**src/rtl/game_beam_gen_if.sv**
```systemverilog
// Beam bus between game_beam_gen and its consumers: clock enable in, VGA pins and
// game-space beam signals out.
interface game_beam_gen_if #(
  parameter int unsigned SX_W = 8,
  parameter int unsigned SY_W = 9
);
  logic            ce;
  logic            hsync;
  logic            vsync;
  logic            vga_de;
  logic [SX_W-1:0] sx;
  logic [SY_W-1:0] sy;
  logic            game_pix_stb;
  logic            frame_stb;
  logic            display_enabled;

  modport master (
    input  ce,
    output hsync, vsync, vga_de, sx, sy, game_pix_stb, frame_stb, display_enabled
  );

  modport slave (
    output ce,
    input  hsync, vsync, vga_de, sx, sy, game_pix_stb, frame_stb, display_enabled
  );
endinterface

```
**src/rtl/game_beam_gen.sv**
```systemverilog
// VGA raster generator that also maps an upscaled GAME_W x GAME_H window onto the raster and
// emits game-space beam coordinates and strobes. All outputs are registered (1 clock latency).
module game_beam_gen #(
  parameter int unsigned H_ACTIVE = 640,
  parameter int unsigned H_FP     = 16,
  parameter int unsigned H_SYNC   = 96,
  parameter int unsigned H_BP     = 48,
  parameter int unsigned V_ACTIVE = 480,
  parameter int unsigned V_FP     = 10,
  parameter int unsigned V_SYNC   = 2,
  parameter int unsigned V_BP     = 33,
  parameter bit          SYNC_POL = 1'b0,
  parameter int unsigned GAME_W   = 224,
  parameter int unsigned GAME_H   = 288,
  parameter int unsigned SCALE    = 1,
  parameter int unsigned H_OFF    = 208,
  parameter int unsigned V_OFF    = 96
) (
  input logic             vga_pix_clk,
  input logic             rst,
  game_beam_gen_if.master beam
);

  localparam int unsigned H_TOTAL = H_ACTIVE + H_FP + H_SYNC + H_BP;
  localparam int unsigned V_TOTAL = V_ACTIVE + V_FP + V_SYNC + V_BP;
  localparam int unsigned HC_W    = $clog2(H_TOTAL);
  localparam int unsigned VC_W    = $clog2(V_TOTAL);
  localparam int unsigned SX_W    = $clog2(GAME_W);
  localparam int unsigned SY_W    = $clog2(GAME_H);
  localparam int unsigned SUB_W   = 2;

  // Inclusive bounds keep every constant representable in the counter width.
  localparam logic [HC_W-1:0] HC_LAST     = HC_W'(H_TOTAL - 1);
  localparam logic [HC_W-1:0] H_ACT_LAST  = HC_W'(H_ACTIVE - 1);
  localparam logic [HC_W-1:0] H_SYNC_LO   = HC_W'(H_ACTIVE + H_FP);
  localparam logic [HC_W-1:0] H_SYNC_LAST = HC_W'(H_ACTIVE + H_FP + H_SYNC - 1);
  localparam logic [HC_W-1:0] H_WIN_LO    = HC_W'(H_OFF);
  localparam logic [HC_W-1:0] H_WIN_LAST  = HC_W'(H_OFF + GAME_W * SCALE - 1);
  localparam logic [VC_W-1:0] VC_LAST     = VC_W'(V_TOTAL - 1);
  localparam logic [VC_W-1:0] V_ACT_LAST  = VC_W'(V_ACTIVE - 1);
  localparam logic [VC_W-1:0] V_SYNC_LO   = VC_W'(V_ACTIVE + V_FP);
  localparam logic [VC_W-1:0] V_SYNC_LAST = VC_W'(V_ACTIVE + V_FP + V_SYNC - 1);
  localparam logic [VC_W-1:0] V_WIN_LO    = VC_W'(V_OFF);
  localparam logic [VC_W-1:0] V_WIN_LAST  = VC_W'(V_OFF + GAME_H * SCALE - 1);
  localparam logic [SX_W-1:0] GX_LAST     = SX_W'(GAME_W - 1);
  localparam logic [SY_W-1:0] GY_LAST     = SY_W'(GAME_H - 1);
  localparam logic [SUB_W-1:0] SUB_LAST   = SUB_W'(SCALE - 1);

  if (H_OFF + GAME_W * SCALE > H_ACTIVE) begin : g_chk_h
    $fatal(1, "game_beam_gen: game window exceeds horizontal active area");
  end
  if (V_OFF + GAME_H * SCALE > V_ACTIVE) begin : g_chk_v
    $fatal(1, "game_beam_gen: game window exceeds vertical active area");
  end
  if (SCALE < 1 || SCALE > 4) begin : g_chk_scale
    $fatal(1, "game_beam_gen: SCALE must be in 1..4");
  end

  logic [HC_W-1:0]  r_hc,   w_hc_d;
  logic [VC_W-1:0]  r_vc,   w_vc_d;
  logic [SUB_W-1:0] r_hsub, w_hsub_d;
  logic [SUB_W-1:0] r_vsub, w_vsub_d;
  logic [SX_W-1:0]  r_gx,   w_gx_d;
  logic [SY_W-1:0]  r_gy,   w_gy_d;

  logic            r_hsync;
  logic            r_vsync;
  logic            r_vga_de;
  logic [SX_W-1:0] r_sx;
  logic [SY_W-1:0] r_sy;
  logic            r_game_pix_stb;
  logic            r_frame_stb;
  logic            r_display_enabled;

  logic w_h_win;
  logic w_v_win;
  logic w_in_win;
  logic w_line_end;
  logic w_frame_end;
  logic w_hsync_act;
  logic w_vsync_act;
  logic w_de;

  always_comb begin
    w_h_win     = (r_hc >= H_WIN_LO) && (r_hc <= H_WIN_LAST);
    w_v_win     = (r_vc >= V_WIN_LO) && (r_vc <= V_WIN_LAST);
    w_in_win    = w_h_win && w_v_win;
    w_line_end  = (r_hc == HC_LAST);
    w_frame_end = w_line_end && (r_vc == VC_LAST);
    w_hsync_act = (r_hc >= H_SYNC_LO) && (r_hc <= H_SYNC_LAST);
    w_vsync_act = (r_vc >= V_SYNC_LO) && (r_vc <= V_SYNC_LAST);
    w_de        = (r_hc <= H_ACT_LAST) && (r_vc <= V_ACT_LAST);
  end

  // Raster and game-pixel counter next state; only committed on ce=1 cycles.
  always_comb begin
    w_hc_d   = r_hc + HC_W'(1);
    w_vc_d   = r_vc;
    w_hsub_d = r_hsub;
    w_vsub_d = r_vsub;
    w_gx_d   = r_gx;
    w_gy_d   = r_gy;

    if (w_in_win) begin
      if (r_hsub == SUB_LAST) begin
        w_hsub_d = '0;
        // Saturate so gx never leaves 0..GAME_W-1 after the last game pixel.
        if (r_gx != GX_LAST) begin
          w_gx_d = r_gx + SX_W'(1);
        end
      end else begin
        w_hsub_d = r_hsub + SUB_W'(1);
      end
    end

    if (w_line_end) begin
      w_hc_d   = '0;
      w_hsub_d = '0;
      w_gx_d   = '0;
      if (w_frame_end) begin
        w_vc_d   = '0;
        w_vsub_d = '0;
        w_gy_d   = '0;
      end else begin
        w_vc_d = r_vc + VC_W'(1);
        if (w_v_win) begin
          if (r_vsub == SUB_LAST) begin
            w_vsub_d = '0;
            if (r_gy != GY_LAST) begin
              w_gy_d = r_gy + SY_W'(1);
            end
          end else begin
            w_vsub_d = r_vsub + SUB_W'(1);
          end
        end
      end
    end
  end

  always_ff @(posedge vga_pix_clk) begin
    if (rst) begin
      r_hc              <= '0;
      r_vc              <= '0;
      r_hsub            <= '0;
      r_vsub            <= '0;
      r_gx              <= '0;
      r_gy              <= '0;
      r_hsync           <= ~SYNC_POL;
      r_vsync           <= ~SYNC_POL;
      r_vga_de          <= 1'b0;
      r_sx              <= '0;
      r_sy              <= '0;
      r_game_pix_stb    <= 1'b0;
      r_frame_stb       <= 1'b0;
      r_display_enabled <= 1'b0;
    end else if (beam.ce) begin
      r_hc              <= w_hc_d;
      r_vc              <= w_vc_d;
      r_hsub            <= w_hsub_d;
      r_vsub            <= w_vsub_d;
      r_gx              <= w_gx_d;
      r_gy              <= w_gy_d;
      r_hsync           <= w_hsync_act ? SYNC_POL : ~SYNC_POL;
      r_vsync           <= w_vsync_act ? SYNC_POL : ~SYNC_POL;
      r_vga_de          <= w_de;
      r_sx              <= w_in_win ? r_gx : '0;
      r_sy              <= w_in_win ? r_gy : '0;
      r_game_pix_stb    <= w_in_win && (r_hsub == '0) && (r_vsub == '0);
      r_frame_stb       <= (r_hc == H_WIN_LO) && (r_vc == V_WIN_LO);
      r_display_enabled <= w_in_win;
    end else begin
      // Strobes must not repeat while the raster is stalled; levels hold.
      r_game_pix_stb <= 1'b0;
      r_frame_stb    <= 1'b0;
    end
  end

  assign beam.hsync           = r_hsync;
  assign beam.vsync           = r_vsync;
  assign beam.vga_de          = r_vga_de;
  assign beam.sx              = r_sx;
  assign beam.sy              = r_sy;
  assign beam.game_pix_stb    = r_game_pix_stb;
  assign beam.frame_stb       = r_frame_stb;
  assign beam.display_enabled = r_display_enabled;

endmodule
```
**src/flat_wrapper.sv**
```systemverilog
// flat-port wrapper written by rule: the top's interface ports become plain ports
module game_beam_gen_flat 
#(
  parameter int unsigned H_ACTIVE = 640,
  parameter int unsigned H_FP     = 16,
  parameter int unsigned H_SYNC   = 96,
  parameter int unsigned H_BP     = 48,
  parameter int unsigned V_ACTIVE = 480,
  parameter int unsigned V_FP     = 10,
  parameter int unsigned V_SYNC   = 2,
  parameter int unsigned V_BP     = 33,
  parameter bit          SYNC_POL = 1'b0,
  parameter int unsigned GAME_W   = 224,
  parameter int unsigned GAME_H   = 288,
  parameter int unsigned SCALE    = 1,
  parameter int unsigned H_OFF    = 208,
  parameter int unsigned V_OFF    = 96
)
  (vga_pix_clk, rst, beam_ce, beam_hsync, beam_vsync, beam_vga_de, beam_sx, beam_sy, beam_game_pix_stb, beam_frame_stb, beam_display_enabled);
  game_beam_gen_if beam_i ();
  input logic vga_pix_clk;
  input logic rst;
  input wire logic [$bits(beam_i.ce)-1:0] beam_ce;
  output wire logic [$bits(beam_i.hsync)-1:0] beam_hsync;
  output wire logic [$bits(beam_i.vsync)-1:0] beam_vsync;
  output wire logic [$bits(beam_i.vga_de)-1:0] beam_vga_de;
  output wire logic [$bits(beam_i.sx)-1:0] beam_sx;
  output wire logic [$bits(beam_i.sy)-1:0] beam_sy;
  output wire logic [$bits(beam_i.game_pix_stb)-1:0] beam_game_pix_stb;
  output wire logic [$bits(beam_i.frame_stb)-1:0] beam_frame_stb;
  output wire logic [$bits(beam_i.display_enabled)-1:0] beam_display_enabled;
  assign beam_i.ce = beam_ce;
  assign beam_hsync = beam_i.hsync;
  assign beam_vsync = beam_i.vsync;
  assign beam_vga_de = beam_i.vga_de;
  assign beam_sx = beam_i.sx;
  assign beam_sy = beam_i.sy;
  assign beam_game_pix_stb = beam_i.game_pix_stb;
  assign beam_frame_stb = beam_i.frame_stb;
  assign beam_display_enabled = beam_i.display_enabled;
  game_beam_gen #(.H_ACTIVE(H_ACTIVE), .H_FP(H_FP), .H_SYNC(H_SYNC), .H_BP(H_BP), .V_ACTIVE(V_ACTIVE), .V_FP(V_FP), .V_SYNC(V_SYNC), .V_BP(V_BP), .SYNC_POL(SYNC_POL), .GAME_W(GAME_W), .GAME_H(GAME_H), .SCALE(SCALE), .H_OFF(H_OFF), .V_OFF(V_OFF)) u_core (.vga_pix_clk(vga_pix_clk), .rst(rst), .beam(beam_i));
endmodule
```
**config.mk**
```make
export PLATFORM = sky130hd
export DESIGN_NAME = game_beam_gen_flat
export DESIGN_NICKNAME = d
export VERILOG_FILES = /design/src/rtl/game_beam_gen_if.sv /design/src/rtl/game_beam_gen.sv /design/src/flat_wrapper.sv
export SDC_FILE = /design/constraint.sdc
export NUM_CORES = 1
export LEC_CHECK = 0
export CELL_PAD_IN_SITES_DETAIL_PLACEMENT = 1
export CELL_PAD_IN_SITES_GLOBAL_PLACEMENT = 1
export CORE_MARGIN = 2
export CORE_UTILIZATION = 39
export CTS_CLUSTER_DIAMETER = 50
export DETAILED_ROUTE_END_ITERATION = 16
export HOLD_SLACK_MARGIN = 0.02
export PLACE_DENSITY_LB_ADDON = 0.05
export SYNTH_ARGS = -nofsm -noshare
export SYNTH_HDL_FRONTEND = slang
export SYNTH_SLANG_ARGS = --single-unit
```
**constraint.sdc**
```tcl
create_clock -name vga_pix_clk -period 2.5 [get_ports vga_pix_clk]
set_clock_uncertainty 0.15 [all_clocks]
set_input_delay 0.375 -clock vga_pix_clk [delete_from_list [all_inputs] [get_ports vga_pix_clk]]
set_output_delay 0.375 -clock vga_pix_clk [all_outputs]
set_load 0.02 [all_outputs]
```
==> run metrics <==
status=finished clean; most common cell after layout, fill and taps aside=dfxtp_1; Clock Sinks=64; Crit path arrival time=2290 ps; # nets final=410; Resize count post-CTS=0; gpl congestion=0.776; Antenna Violating Nets Remaining=0; worst r2r path cells=5; Post-Syn Area per Cell=8.61 sq um; Die W=93.1 microns; Die Height=93.1 microns; Critical Path Start Type=flip-flop; CP Cell Sequence=nand4bb_1, nor3_1, and2_0, nor4b_2, mux2_2; commonest non-fill, non-tap cells in the layout=dfxtp_1 (64), nor2_1 (50), nand2_1 (26); Syn Inst Count=360; Vias=2751; Num CTS Buffers=9; post-DR wirelength/cell=15.9 microns; Initial DRC Count=69; Synth Register Bits=64; fin area=3700 sq um; Ys Warns=0; Clk pin slew, worst setup/hold paths=70 ps; worst skew pair latency=340 ps; sequential-to-total area share from yosys stat=41.4%; ant diodes=0; number of global-route vias before repair=2709; Buf/Inv on CP=0; port buffer count=25; post-synthesis cell area=3100 sq um; GRT Overall Usage=20.0%; largest net degree at the start of global routing=20; initial antenna violation count=0; first-pass GRT wire length=13.7 mm; register area=1280 sq um; CP top delay family=simple AND/OR/NAND/NOR gates; Synth Net Count=374; vias per inst=5.47; DR DRC count=0; CTS tree=done; Tmin final=2210 ps; kind of critical path=flip-flop to flip-flop; Area Growth Syn to Fin=19.5%; die area=8670 sq um; setup TNS=0 ps; Critical Path End Type=flip-flop; Power Dens Cells=509 nW/um^2; layout cells sized above 1=11.5%; area of the multi-input gates=1660 sq um; Rows=32; worst hold path class=flip-flop to flip-flop; wirelength, routed=8.01 mm; Post-synth EDFFs=0; Yosys cell types=53; dominant synthesized flop cell=dfxtp_1; Placement Cell Area=3530 sq um; Worst Max-Slew Pin Slew=551 ps; root buffer cell=clkbuf_8; Worst slew margin=63.1%; Leak=1.38 nW; CTS Hold Bufs=0; H-tree depth=3; Worst Hold Depth=2; highest net fanout along the worst path=8; 1st-pass router iterations=4; DP HPWL=5.90 mm; initial core utilization=40.1%; max-cap violations=0; RSZ-0062 raised after global routing=no; share of async-settable or async-resettable flops after synthesis=0%; setup violators final=0; Max stage delay on crit path=470 ps; total core area=7730 sq um; Max Clk Rate=453 MHz; remaining global-route overflow=0; Top Ports=26; Crit path depth=5; max-slew violations=0; Clock Tree Buf Depth=2; crit share post-route=88.3%; Fin. Hold Viols=0; Worst path slowest cell=dfxtp_1; CP required=2590 ps; # fillers=919; peak supply drop=238 uV; Post-CTS Setup Bufs=0
## report_power, final
group / internal (mW) / switching [mW]
combinational: 0.0278 / 0.0481
sequential: 1.02 / 0.00521
clock: 0.385 / 0.395
## kinds of logic after synthesis
group           Yosys count  share of synthesized area [%]
flops                    64                           41.4
xor+xnor                 17                           4.81
mux                       6                           1.98
buf+inv                  35                           5.01
compound gates           70                           15.7
fa+ha+maj                11                           4.44
simple gates            157                           26.7
## Yosys cell counts (all sizes together) (3+ instances only)
cell    number  share of area (%)
a21o         3               0.73
a21oi       14                2.3
a22oi       17                4.1
a31oi        3               0.61
a41oi        3               0.85
and2         4               0.81
and3         4               0.81
and4         4                1.1
buf         13                2.3
clkbuf       9                1.1
dfxtp       64                 41
ha          11                4.4
inv         13                1.6
mux2i        5                1.6
nand2       26                3.2
nand2b       4               0.81
nand3       19                3.1
nand4       16                3.6
nor2        50                6.1
nor3         6                1.3
nor4         5                1.2
o21ai       12                1.9
o31ai        6                1.6
or3          8                1.6
xnor2        4                1.1
xor2        13                3.7
## metrics by stage
stage          setup WS (ps)  utilization (%)  cells  total power [mW]  hold slack (ps)
6_report                 293             47.9    503              1.88              333
5_1_grt                 59.4             47.9    503              1.96              361
4_1_cts                  288             47.9    503              1.91              336
3_5_place_dp            72.3             45.7    487              1.13              322
3_3_place_gp             107             45.7    487              1.13              312
2_1_floorplan            513                -    360              1.10              298
## area by class of cell
type                            instances  area share (%)
Sequential cell                        64            34.6
Inverter                               13            1.32
Tap cell                              102            3.45
Clock inverter                          3           0.473
Timing Repair Buffer                   47            11.2
Clock buffer                           13            4.02
Multi-Input combinational cell        261            44.9
## state kept, by name, indices dropped and copies added (netlist names)
name / cells
u_core.r_hc: 10
u_core.r_vc: 10
u_core.beam.sy: 9
u_core.r_gy: 9
u_core.beam.sx: 8
u_core.r_gx: 8
u_core.r_hsub: 2
u_core.r_vsub: 2
u_core.beam.display_enabled: 1
u_core.beam.frame_stb: 1
u_core.beam.game_pix_stb: 1
u_core.beam.hsync: 1
u_core.beam.vga_de: 1
u_core.beam.vsync: 1
## tightest hold or removal path, delay by kind of cell (launching register included)
family	cells	cell delay [ps]
flops	1	320
simple gates	1	60
compound gates	1	60
## final timing paths
path | slack, ps | endpoint | startpoint
worst min-delay path | 330 | u_core.r_vsub[0]$_SDFFE_PP0P_ | u_core.r_vsub[0]$_SDFFE_PP0P_
worst max-delay path | 290 | u_core.r_gy[3]$_SDFFE_PP0P_ | u_core.r_hc[8]$_SDFFE_PP0P_
worst min register to register | 330 | u_core.r_vsub[0]$_SDFFE_PP0P_ | u_core.r_vsub[0]$_SDFFE_PP0P_
worst max register to register | 290 | u_core.r_gy[3]$_SDFFE_PP0P_ | u_core.r_hc[8]$_SDFFE_PP0P_
## layer usage
layer	up-vias	GRT usage, %	routed length (microns)	part of all wire (%)
met5	-	0	0	0
met4	0	6.74	132	1.6
li1	1367	-	-	-
met1	1339	26.9	4030	50
met2	34	31.8	3650	46
met3	11	4.27	201	2.5
(Power assumes the default switching activity.)
